<file path="config.mk">
export PLATFORM = sky130hd
export DESIGN_NAME = aesha_stream_ctrl
export DESIGN_NICKNAME = d
export VERILOG_FILES = /design/src/rtl/aesha_pkg.sv /design/src/rtl/aesha_word_pack.sv /design/src/rtl/aesha_stream_ctrl.sv
export SDC_FILE = /design/constraint.sdc
export NUM_CORES = 2
export LEC_CHECK = 0
export ABC_AREA = 0
export CAP_MARGIN = 20
export CORE_AREA = 2 2 479 481
export DETAILED_ROUTE_END_ITERATION = 10
export DIE_AREA = 0 0 481 483
export GPL_ROUTABILITY_DRIVEN = 0
export GPL_TIMING_DRIVEN = 0
export HOLD_SLACK_MARGIN = 0.15
export PLACE_DENSITY = 0.42
export SLEW_MARGIN = 20
export SYNTH_ARGS = -nofsm -noshare
export SYNTH_HDL_FRONTEND = slang
export SYNTH_SLANG_ARGS = --single-unit
</file>
<file path="constraint.sdc">
create_clock -name i_clk -period 120.6 [get_ports i_clk]
set_clock_uncertainty 0.15 [all_clocks]
set_input_delay 36.18 -clock i_clk [delete_from_list [all_inputs] [get_ports i_clk]]
set_output_delay 36.18 -clock i_clk [all_outputs]
set_load 0.01 [all_outputs]
</file>
<file path="src/rtl/aesha_pkg.sv">
// Shared definitions for the AESHA stream controller: default widths,
// derived word counts, command bit positions and FSM state encodings.
package aesha_pkg;

   localparam int AESHA_WORD_W = 32;
   localparam int AESHA_KEY_W  = 128;
   localparam int AESHA_DATA_W = 512;

   localparam int KEY_WORDS  = AESHA_KEY_W / AESHA_WORD_W;
   localparam int DATA_WORDS = AESHA_DATA_W / AESHA_WORD_W;

   localparam int CMD_MODE_BIT  = 0;
   localparam int CMD_DIR_BIT   = 1;
   localparam int CMD_REUSE_BIT = 2;

   typedef logic [2:0] aesha_state_t;

   localparam aesha_state_t S_CMD    = 3'd0;
   localparam aesha_state_t S_KEY    = 3'd1;
   localparam aesha_state_t S_DATA   = 3'd2;
   localparam aesha_state_t S_LAUNCH = 3'd3;
   localparam aesha_state_t S_WAIT   = 3'd4;
   localparam aesha_state_t S_DRAIN  = 3'd5;

endpackage

</file>
<file path="src/rtl/aesha_word_pack.sv">
// Word assembler: writes N stream words into a wide register, word 0 at the
// LSW, with a word counter and a last-word flag.
// Ports: i_clk, i_reset (async, high), i_clr (counter clear), i_we (write
// strobe), i_word (input word), o_value (assembled register), o_last.
module aesha_word_pack #(
   parameter int WORD_W = 32,
   parameter int N      = 4
) (
   input  logic                i_clk,
   input  logic                i_reset,
   input  logic                i_clr,
   input  logic                i_we,
   input  logic [WORD_W-1:0]   i_word,
   output logic [N*WORD_W-1:0] o_value,
   output logic                o_last
);

   localparam int CW = (N > 1) ? $clog2(N) : 1;

   logic [CW-1:0]       r_cnt;
   logic [N*WORD_W-1:0] r_value;

   assign o_last  = (r_cnt == CW'(N - 1));
   assign o_value = r_value;

   // The register keeps its contents between frames so a key can be reused.
   always_ff @(posedge i_clk or posedge i_reset) begin
      if (i_reset) begin
         r_cnt   <= '0;
         r_value <= '0;
      end else if (i_clr) begin
         r_cnt <= '0;
      end else if (i_we) begin
         r_value[r_cnt*WORD_W +: WORD_W] <= i_word;
         r_cnt <= o_last ? '0 : r_cnt + 1'b1;
      end
   end

endmodule

</file>
<file path="src/rtl/aesha_stream_ctrl.sv">
// Stream initiator for the AESHA accelerator: assembles command/key/block from
// a 32-bit valid/ready stream, runs one core operation and streams the result.
// Ports: i_clk, i_reset (async, high); input stream i_in_data/i_in_valid/
// o_in_ready; output stream o_out_data/o_out_valid/i_out_ready; core side
// o_core_reset, o_core_aes_or_keccak, o_core_enc_or_dec, o_core_key,
// o_core_data, i_core_data, i_core_done; status o_busy, o_error.
// Optional watchdog: define AESHA_STREAM_TIMEOUT_EN.
module aesha_stream_ctrl
   import aesha_pkg::*;
#(
   parameter int WORD_W         = AESHA_WORD_W,
   parameter int KEY_W          = AESHA_KEY_W,
   parameter int DATA_W         = AESHA_DATA_W,
   parameter int TIMEOUT_CYCLES = 4096
) (
   input  logic              i_clk,
   input  logic              i_reset,
   input  logic [WORD_W-1:0] i_in_data,
   input  logic              i_in_valid,
   output logic              o_in_ready,
   output logic [WORD_W-1:0] o_out_data,
   output logic              o_out_valid,
   input  logic              i_out_ready,
   output logic              o_core_reset,
   output logic              o_core_aes_or_keccak,
   output logic              o_core_enc_or_dec,
   output logic [KEY_W-1:0]  o_core_key,
   output logic [DATA_W-1:0] o_core_data,
   input  logic [DATA_W-1:0] i_core_data,
   input  logic              i_core_done,
   output logic              o_busy,
   output logic              o_error
);

   localparam int KWORDS = KEY_W / WORD_W;
   localparam int DWORDS = DATA_W / WORD_W;
   localparam int IW     = (DWORDS > 1) ? $clog2(DWORDS) : 1;

   aesha_state_t      r_state;
   logic              r_mode;
   logic              r_dir;
   logic              r_core_rst;
   logic              r_rdy_en;
   logic [DATA_W-1:0] r_result;
   logic [IW-1:0]     r_out_idx;

   logic w_in_st;
   logic w_in_ready;
   logic w_in_fire;
   logic w_out_fire;
   logic w_key_last;
   logic w_data_last;
   logic w_out_last;
   logic w_timeout;

   assign w_in_st = (r_state == S_CMD) ||
                    (r_state == S_KEY) ||
                    (r_state == S_DATA);

   // r_rdy_en keeps ready low while reset is asserted and for the
   // reset-release cycle itself.
   assign w_in_ready = r_rdy_en & w_in_st;
   assign w_in_fire  = i_in_valid & w_in_ready;
   assign w_out_fire = (r_state == S_DRAIN) & i_out_ready;
   assign w_out_last = (r_out_idx == IW'(DWORDS - 1));

   aesha_word_pack #(
      .WORD_W (WORD_W),
      .N      (KWORDS)
   ) u_key_pack (
      .i_clk   (i_clk),
      .i_reset (i_reset),
      .i_clr   (r_state != S_KEY),
      .i_we    (w_in_fire & (r_state == S_KEY)),
      .i_word  (i_in_data),
      .o_value (o_core_key),
      .o_last  (w_key_last)
   );

   aesha_word_pack #(
      .WORD_W (WORD_W),
      .N      (DWORDS)
   ) u_data_pack (
      .i_clk   (i_clk),
      .i_reset (i_reset),
      .i_clr   (r_state != S_DATA),
      .i_we    (w_in_fire & (r_state == S_DATA)),
      .i_word  (i_in_data),
      .o_value (o_core_data),
      .o_last  (w_data_last)
   );

`ifdef AESHA_STREAM_TIMEOUT_EN
   localparam int TW = $clog2(TIMEOUT_CYCLES);

   logic [TW-1:0] r_tmo_cnt;
   logic          r_error;

   assign w_timeout = (r_state == S_WAIT) &&
                      (r_tmo_cnt == TW'(TIMEOUT_CYCLES - 1));

   always_ff @(posedge i_clk or posedge i_reset) begin
      if (i_reset) begin
         r_tmo_cnt <= '0;
         r_error   <= 1'b0;
      end else begin
         r_tmo_cnt <= (r_state == S_WAIT) ? r_tmo_cnt + 1'b1 : '0;
         if (w_timeout && !i_core_done)
            r_error <= 1'b1;
      end
   end

   assign o_error = r_error;
`else
   assign w_timeout = 1'b0;
   // Watchdog length has no effect in this build; expression is always 0.
   assign o_error   = (TIMEOUT_CYCLES < 0);
`endif

   always_ff @(posedge i_clk or posedge i_reset) begin
      if (i_reset) begin
         r_state    <= S_CMD;
         r_mode     <= 1'b0;
         r_dir      <= 1'b0;
         r_core_rst <= 1'b1;
         r_rdy_en   <= 1'b0;
         r_result   <= '0;
         r_out_idx  <= '0;
      end else begin
         r_rdy_en <= 1'b1;
         unique case (r_state)
            S_CMD: begin
               if (w_in_fire) begin
                  r_mode  <= i_in_data[CMD_MODE_BIT];
                  r_dir   <= i_in_data[CMD_DIR_BIT];
                  r_state <= i_in_data[CMD_REUSE_BIT] ? S_DATA : S_KEY;
               end
            end
            S_KEY: begin
               if (w_in_fire && w_key_last)
                  r_state <= S_DATA;
            end
            S_DATA: begin
               // Core leaves reset in the launch cycle itself.
               if (w_in_fire && w_data_last) begin
                  r_state    <= S_LAUNCH;
                  r_core_rst <= 1'b0;
               end
            end
            S_LAUNCH: begin
               // A done left over from a previous run is ignored here.
               r_state <= S_WAIT;
            end
            S_WAIT: begin
               if (i_core_done) begin
                  r_result   <= i_core_data;
                  r_core_rst <= 1'b1;
                  r_state    <= S_DRAIN;
               end else if (w_timeout) begin
                  r_result   <= '0;
                  r_core_rst <= 1'b1;
                  r_state    <= S_DRAIN;
               end
            end
            S_DRAIN: begin
               if (w_out_fire) begin
                  if (w_out_last) begin
                     r_out_idx <= '0;
                     r_state   <= S_CMD;
                  end else begin
                     r_out_idx <= r_out_idx + 1'b1;
                  end
               end
            end
            default: r_state <= S_CMD;
         endcase
      end
   end

   assign o_in_ready           = w_in_ready;
   assign o_out_valid          = (r_state == S_DRAIN);
   assign o_out_data           = (r_state == S_DRAIN) ?
                                 r_result[r_out_idx*WORD_W +: WORD_W] :
                                 '0;
   assign o_core_reset         = r_core_rst;
   assign o_core_aes_or_keccak = r_mode;
   assign o_core_enc_or_dec    = r_dir;
   assign o_busy               = (r_state != S_CMD);

endmodule

</file>
==> flow_summary.html <==
<table>
<tr><th>Metric</th><th>Value</th></tr>
<tr><th colspan="2">Worst setup path</th></tr>
<tr><td>Number of buffers and inverters on the critical path</td><td>4</td></tr>
<tr><td>Reg-to-Reg End</td><td>u_data_pack.o_value[69]</td></tr>
<tr><td>Element type at the critical path start</td><td>register</td></tr>
<tr><td>Worst R2R Path Depth</td><td>10</td></tr>
<tr><td>Worst reg2reg setup slack</td><td>116580 ps</td></tr>
<tr><td>Ordered cell list for the critical path</td><td>clkbuf_1, clkbuf_1, buf_1, mux4_2, a22oi_1, nand2_1, clkdlybuf4s50_1</td></tr>
<tr><td>CP max-delay cell</td><td>buf_1</td></tr>
<tr><td>WS Path Type</td><td>register to output port</td></tr>
<tr><td>Dominant delay contributor by cell family on the critical path</td><td>buffers and inverters</td></tr>
<tr><td>Slowest stage delay, CP</td><td>830 ps</td></tr>
<tr><td>Start point of the critical path</td><td>r_out_idx[1]</td></tr>
<tr><td>R2R Path Start</td><td>u_data_pack.r_cnt[0]</td></tr>
<tr><td>Endpoint arrival time on the critical path</td><td>5190 ps</td></tr>
<tr><td>Highest fanout seen on the critical path</td><td>10</td></tr>
<tr><td>CP Capture Type</td><td>output port</td></tr>
<tr><td>Required arrival time at the worst endpoint</td><td>84270 ps</td></tr>
<tr><td>Most Frequent Cell on Critical Path</td><td>clkbuf_1</td></tr>
<tr><th colspan="2">Timing</th></tr>
<tr><td>Max-slew headroom</td><td>0.200</td></tr>
<tr><td>Number of endpoints with negative hold slack in the final report</td><td>0</td></tr>
<tr><td>Unrepaired setup endpoints after global routing</td><td>no</td></tr>
<tr><td>Transition at the pin with the smallest max-transition slack</td><td>roughly 1200 ps</td></tr>
<tr><td>Setup total negative slack</td><td>0 ps</td></tr>
<tr><td>Final Cycle Share</td><td>0.344</td></tr>
<tr><td>Peak Freq</td><td>24.1 MHz</td></tr>
<tr><td>Max-slew violation total from the final report</td><td>0</td></tr>
<tr><td>Time the worst path needs with I/O delays and setup</td><td>41520 ps</td></tr>
<tr><td>Final-report setup violation count</td><td>0</td></tr>
<tr><th colspan="2">Synthesis</th></tr>
<tr><td>Fraction of registers with async set or reset after synthesis</td><td>1.00</td></tr>
<tr><td>Mapped Nets</td><td>4844</td></tr>
<tr><td>Number of enable flip-flop cells after synthesis</td><td>0</td></tr>
<tr><td>Gate Count Post-Synth</td><td>approximately 4300</td></tr>
<tr><td>FF+latch count, synth</td><td>1169</td></tr>
<tr><td>Post-synthesis cell type count</td><td>54</td></tr>
<tr><td>Post-synthesis sequential area ratio</td><td>0.581</td></tr>
<tr><td>Number of synthesis warnings</td><td>0</td></tr>
<tr><td>Predominant post-synthesis flop cell</td><td>dfrtp_1</td></tr>
<tr><td>Cell types with the largest area share after synthesis</td><td>dfrtp_1 (58%), mux2_2 (12%), o21ai_0 (5.8%), mux4_2 (5.7%), nand3_1 (3.2%)</td></tr>
<tr><td>Cell Area, Synth</td><td>0.0504 mm^2</td></tr>
<tr><td>Area share of the largest cell type after synthesis</td><td>0.580</td></tr>
<tr><td>Cell type with the highest aggregate area in the netlist</td><td>dfrtp_1</td></tr>
<tr><td>Syn Area/Cell</td><td>about 12 um^2</td></tr>
<tr><th colspan="2">Routing</th></tr>
<tr><td>Routed wirelength normalized by instance count</td><td>a little under 30 um</td></tr>
<tr><td>Remaining DRCs</td><td>0</td></tr>
<tr><td>Remaining antenna violation count</td><td>0</td></tr>
<tr><td>Iter 0 DRT Violations</td><td>2622</td></tr>
<tr><td>TritonRoute pass-1 iters</td><td>7</td></tr>
<tr><td>Number of vias per cell</td><td>4.61</td></tr>
<tr><td>Via count of the routed design</td><td>40800</td></tr>
<tr><td>Post-detailed-routing wire length</td><td>264000 um</td></tr>
<tr><th colspan="2">Clock network</th></tr>
<tr><td>Clock tree from TritonCTS</td><td>yes</td></tr>
<tr><td>Number of clock sinks</td><td>1169</td></tr>
<tr><td>Number of buffers inserted by hold repair at cts</td><td>0</td></tr>
<tr><td>Worst-skew pair later-pin latency</td><td>820 ps</td></tr>
<tr><td>Number of setup buffers added after CTS</td><td>0</td></tr>
<tr><td>Clock root cell</td><td>clkbuf_16</td></tr>
<tr><td>Gates resized, CTS repair</td><td>0</td></tr>
<tr><td>Max Root-Sink Buffers</td><td>3</td></tr>
<tr><td>Clock buffer count from CTS</td><td>149</td></tr>
<tr><td>H-tree lvl count</td><td>4</td></tr>
<tr><td>Register clock-pin slew on the reported worst setup and hold paths</td><td>60 ps</td></tr>
<tr><th colspan="2">Power</th></tr>
<tr><td>PwrDens</td><td>19.6 mW/mm^2</td></tr>
<tr><td>Overall power of the completed layout</td><td>1.42 mW</td></tr>
<tr><td>VDD IR max</td><td>0.0121 mV</td></tr>
<tr><td>Leakage Power</td><td>31.7 nW</td></tr>
<tr><th colspan="2">Hold path</th></tr>
<tr><td>Hold path startpoint</td><td>u_data_pack.o_value[289]</td></tr>
<tr><td>Depth of the worst hold-timing path</td><td>1</td></tr>
<tr><td>Worst min-delay path endpoint</td><td>u_data_pack.o_value[289]</td></tr>
<tr><td>Type of the most critical hold path</td><td>register to register</td></tr>
<tr><th colspan="2">Final layout</th></tr>
<tr><td>Layout area overhead</td><td>43.5%</td></tr>
<tr><td>Finished Cell Area</td><td>0.0723 mm^2</td></tr>
<tr><td>Multi-input logic area</td><td>0.0179 mm^2</td></tr>
<tr><td>Filler instances</td><td>between 20000 and 25000</td></tr>
<tr><td>Fraction of layout cells with a size suffix above 1</td><td>0.197</td></tr>
<tr><td>Area used by sequential logic in the layout</td><td>0.0293 mm^2</td></tr>
<tr><td>Final-stage net count</td><td>6252</td></tr>
<tr><th colspan="2">Die</th></tr>
<tr><td>Starting Density</td><td>0.222</td></tr>
<tr><td>Core Rows</td><td>175</td></tr>
<tr><td>Floorplan Core Area</td><td>0.227 mm^2</td></tr>
<tr><td>Vert. Die Dim</td><td>483 um</td></tr>
<tr><td>Floorplan die area</td><td>0.232 mm^2</td></tr>
<tr><td>Chip width</td><td>481 um</td></tr>
<tr><td>I/O pin count</td><td>1228</td></tr>
<tr><th colspan="2">Run</th></tr>
<tr><td>Max Cap Violations</td><td>0</td></tr>
<tr><th colspan="2">Placed design</th></tr>
<tr><td>Port-buffer cells</td><td>1226</td></tr>
<tr><td>Half-perimeter wire length after placement</td><td>206000 um</td></tr>
<tr><td>Placed cell areas</td><td>0.0671 mm^2</td></tr>
<tr><th colspan="2">Global routing</th></tr>
<tr><td>Number of global-route vias before repair</td><td>41600</td></tr>
<tr><td>Number of antenna violations at the first check in global routing</td><td>95</td></tr>
<tr><td>All-Layer GR Usage</td><td>0.222</td></tr>
<tr><td>Sum of overflow across all layers after global routing</td><td>0</td></tr>
<tr><td>First-pass GRT wire length</td><td>359000 um</td></tr>
<tr><td>Pin count of the biggest net entering global routing</td><td>97</td></tr>
<tr><th colspan="2">Outcome</th></tr>
<tr><td>Result of the run</td><td>finished, final reports clean</td></tr>
</table>
cell type report:
type | count | area share
clock inverter | 57 | 0.0107
tap | 3009 | 0.0521
inverter | 427 | 0.0223
sequential | 1169 | 0.405
multi-input combinational | 2294 | 0.248
antenna | 26 | 0.000900
timing repair buffer | 1257 | 0.178
clock buffer | 210 | 0.0600
buffer | 395 | 0.0235
power by group:
group	internal [mW]	switching, mW	leakage (nW)
Sequential	0.497	0.0650	13.2
Clock	0.269	0.197	2.51
Combinational	0.211	0.177	15.9
placed cells by master, fill, tap and decap left out, drive strengths merged, types with 4 or more instances in the layout:
cell type,instances
or3,4
clkbuf,463
clkdlybuf4s50,1226
nand2,237
ha,10
nor2,9
o21ai,582
buf,173
clkinv,39
a31o,32
nor3,16
a21o,66
inv,435
a21oi,5
a22oi,63
mux2,547
and2,9
dfrtp,1168
nand3,326
mux4,128
bufinv,7
nand4,70
a31oi,33
nor4,4
and4,34
diode,26
and3,74
nor3b,7
Yosys cell counts, types with 3 or more instances:
cell and number:
nor4_1 3, ha_1 10, a21oi_1 5, mux4_2 128
and3_1 74, clkbuf_1 252, buf_1 27, and4_1 34
o21ai_1 3, buf_2 102, nand4_1 70, a21o_1 66
and3b_1 3, a31oi_1 33, and2_1 9, dfrtp_1 1168
buf_4 13, nor3_1 15, nor2b_1 3, nand3_1 326
mux2_2 547, or4_1 3, nand2_1 237, inv_1 427
mux2i_1 3, a22oi_1 63, o21ai_0 579, a31o_2 32
or3_1 4, nor2_1 9, nor3b_1 7
sequential cells by signal (all words and copies together), names as in the netlist:
name                  cells
r_result                512
u_data_pack.r_cnt         4
u_data_pack.o_value     512
u_key_pack.o_value      128
r_state                   3
o_core_enc_or_dec         1
u_key_pack.r_cnt          2
r_rdy_en                  1
o_core_aes_or_keccak      1
o_core_reset              1
r_out_idx                 4
worst max path at each step:
stage / to / depth (start not counted)
4_1_cts: o_out_data[18] / 7
2_1_floorplan: o_core_aes_or_keccak / 1
3_3_place_gp: r_result[87] / 2
6_report: o_out_data[18] / 7
5_1_grt: o_out_data[18] / 7
3_5_place_dp: o_out_data[18] / 7
logic make-up (layout without fill, tap and decap cells):
family                   Yosys count  count (layout)  synth area share
AND/OR/NAND/NOR                  809             809            0.0825
other                              2              28          0.000149
adder cells (fa/ha/maj)           10              10           0.00248
flip-flops                      1169            1169             0.581
multiplexers                     678             678             0.180
buffers and inverters            822            2346            0.0648
XOR/XNOR                           4               4          0.000695
AO/OA/AOI/OAI                    791             791            0.0887
metal layers:
metal | share of wire | up-vias | GRT usage | routed length [um]
li1 | - | 17800 | - | -
met1 | 0.37 | 20900 | 0.247 | 97500
met2 | 0.51 | 1493 | 0.395 | 134000
met3 | 0.088 | 425 | 0.0793 | 23100
met4 | 0.031 | 112 | 0.0629 | 8120
met5 | 0.0027 | - | 0 | 702
per-stage QoR:
step | instances | setup WS (ps) | hold slack, ps | utilization
after floorplan | 4285 | 51340 | 325 | -
after global placement | 8520 | 33590 | 309 | 0.293
after detailed placement | 8551 | 79570 | 314 | 0.296
after CTS | 8818 | 78660 | 328 | 0.318
after global routing | 8826 | 78850 | 336 | 0.318
final | 8844 | 79080 | 325 | 0.319
worst register-to-register path, cell delays in order, from the launching register on:
cell      delay [ps]
dfrtp_1          380
clkbuf_1         410
inv_1            160
ha_1             220
buf_2            170
xnor2_1          840
and4_1           330
clkbuf_1         400
nand3_1          350
clkbuf_1         330
o21ai_0          230
No activity file was read; power rests on OpenSTA's default activity.
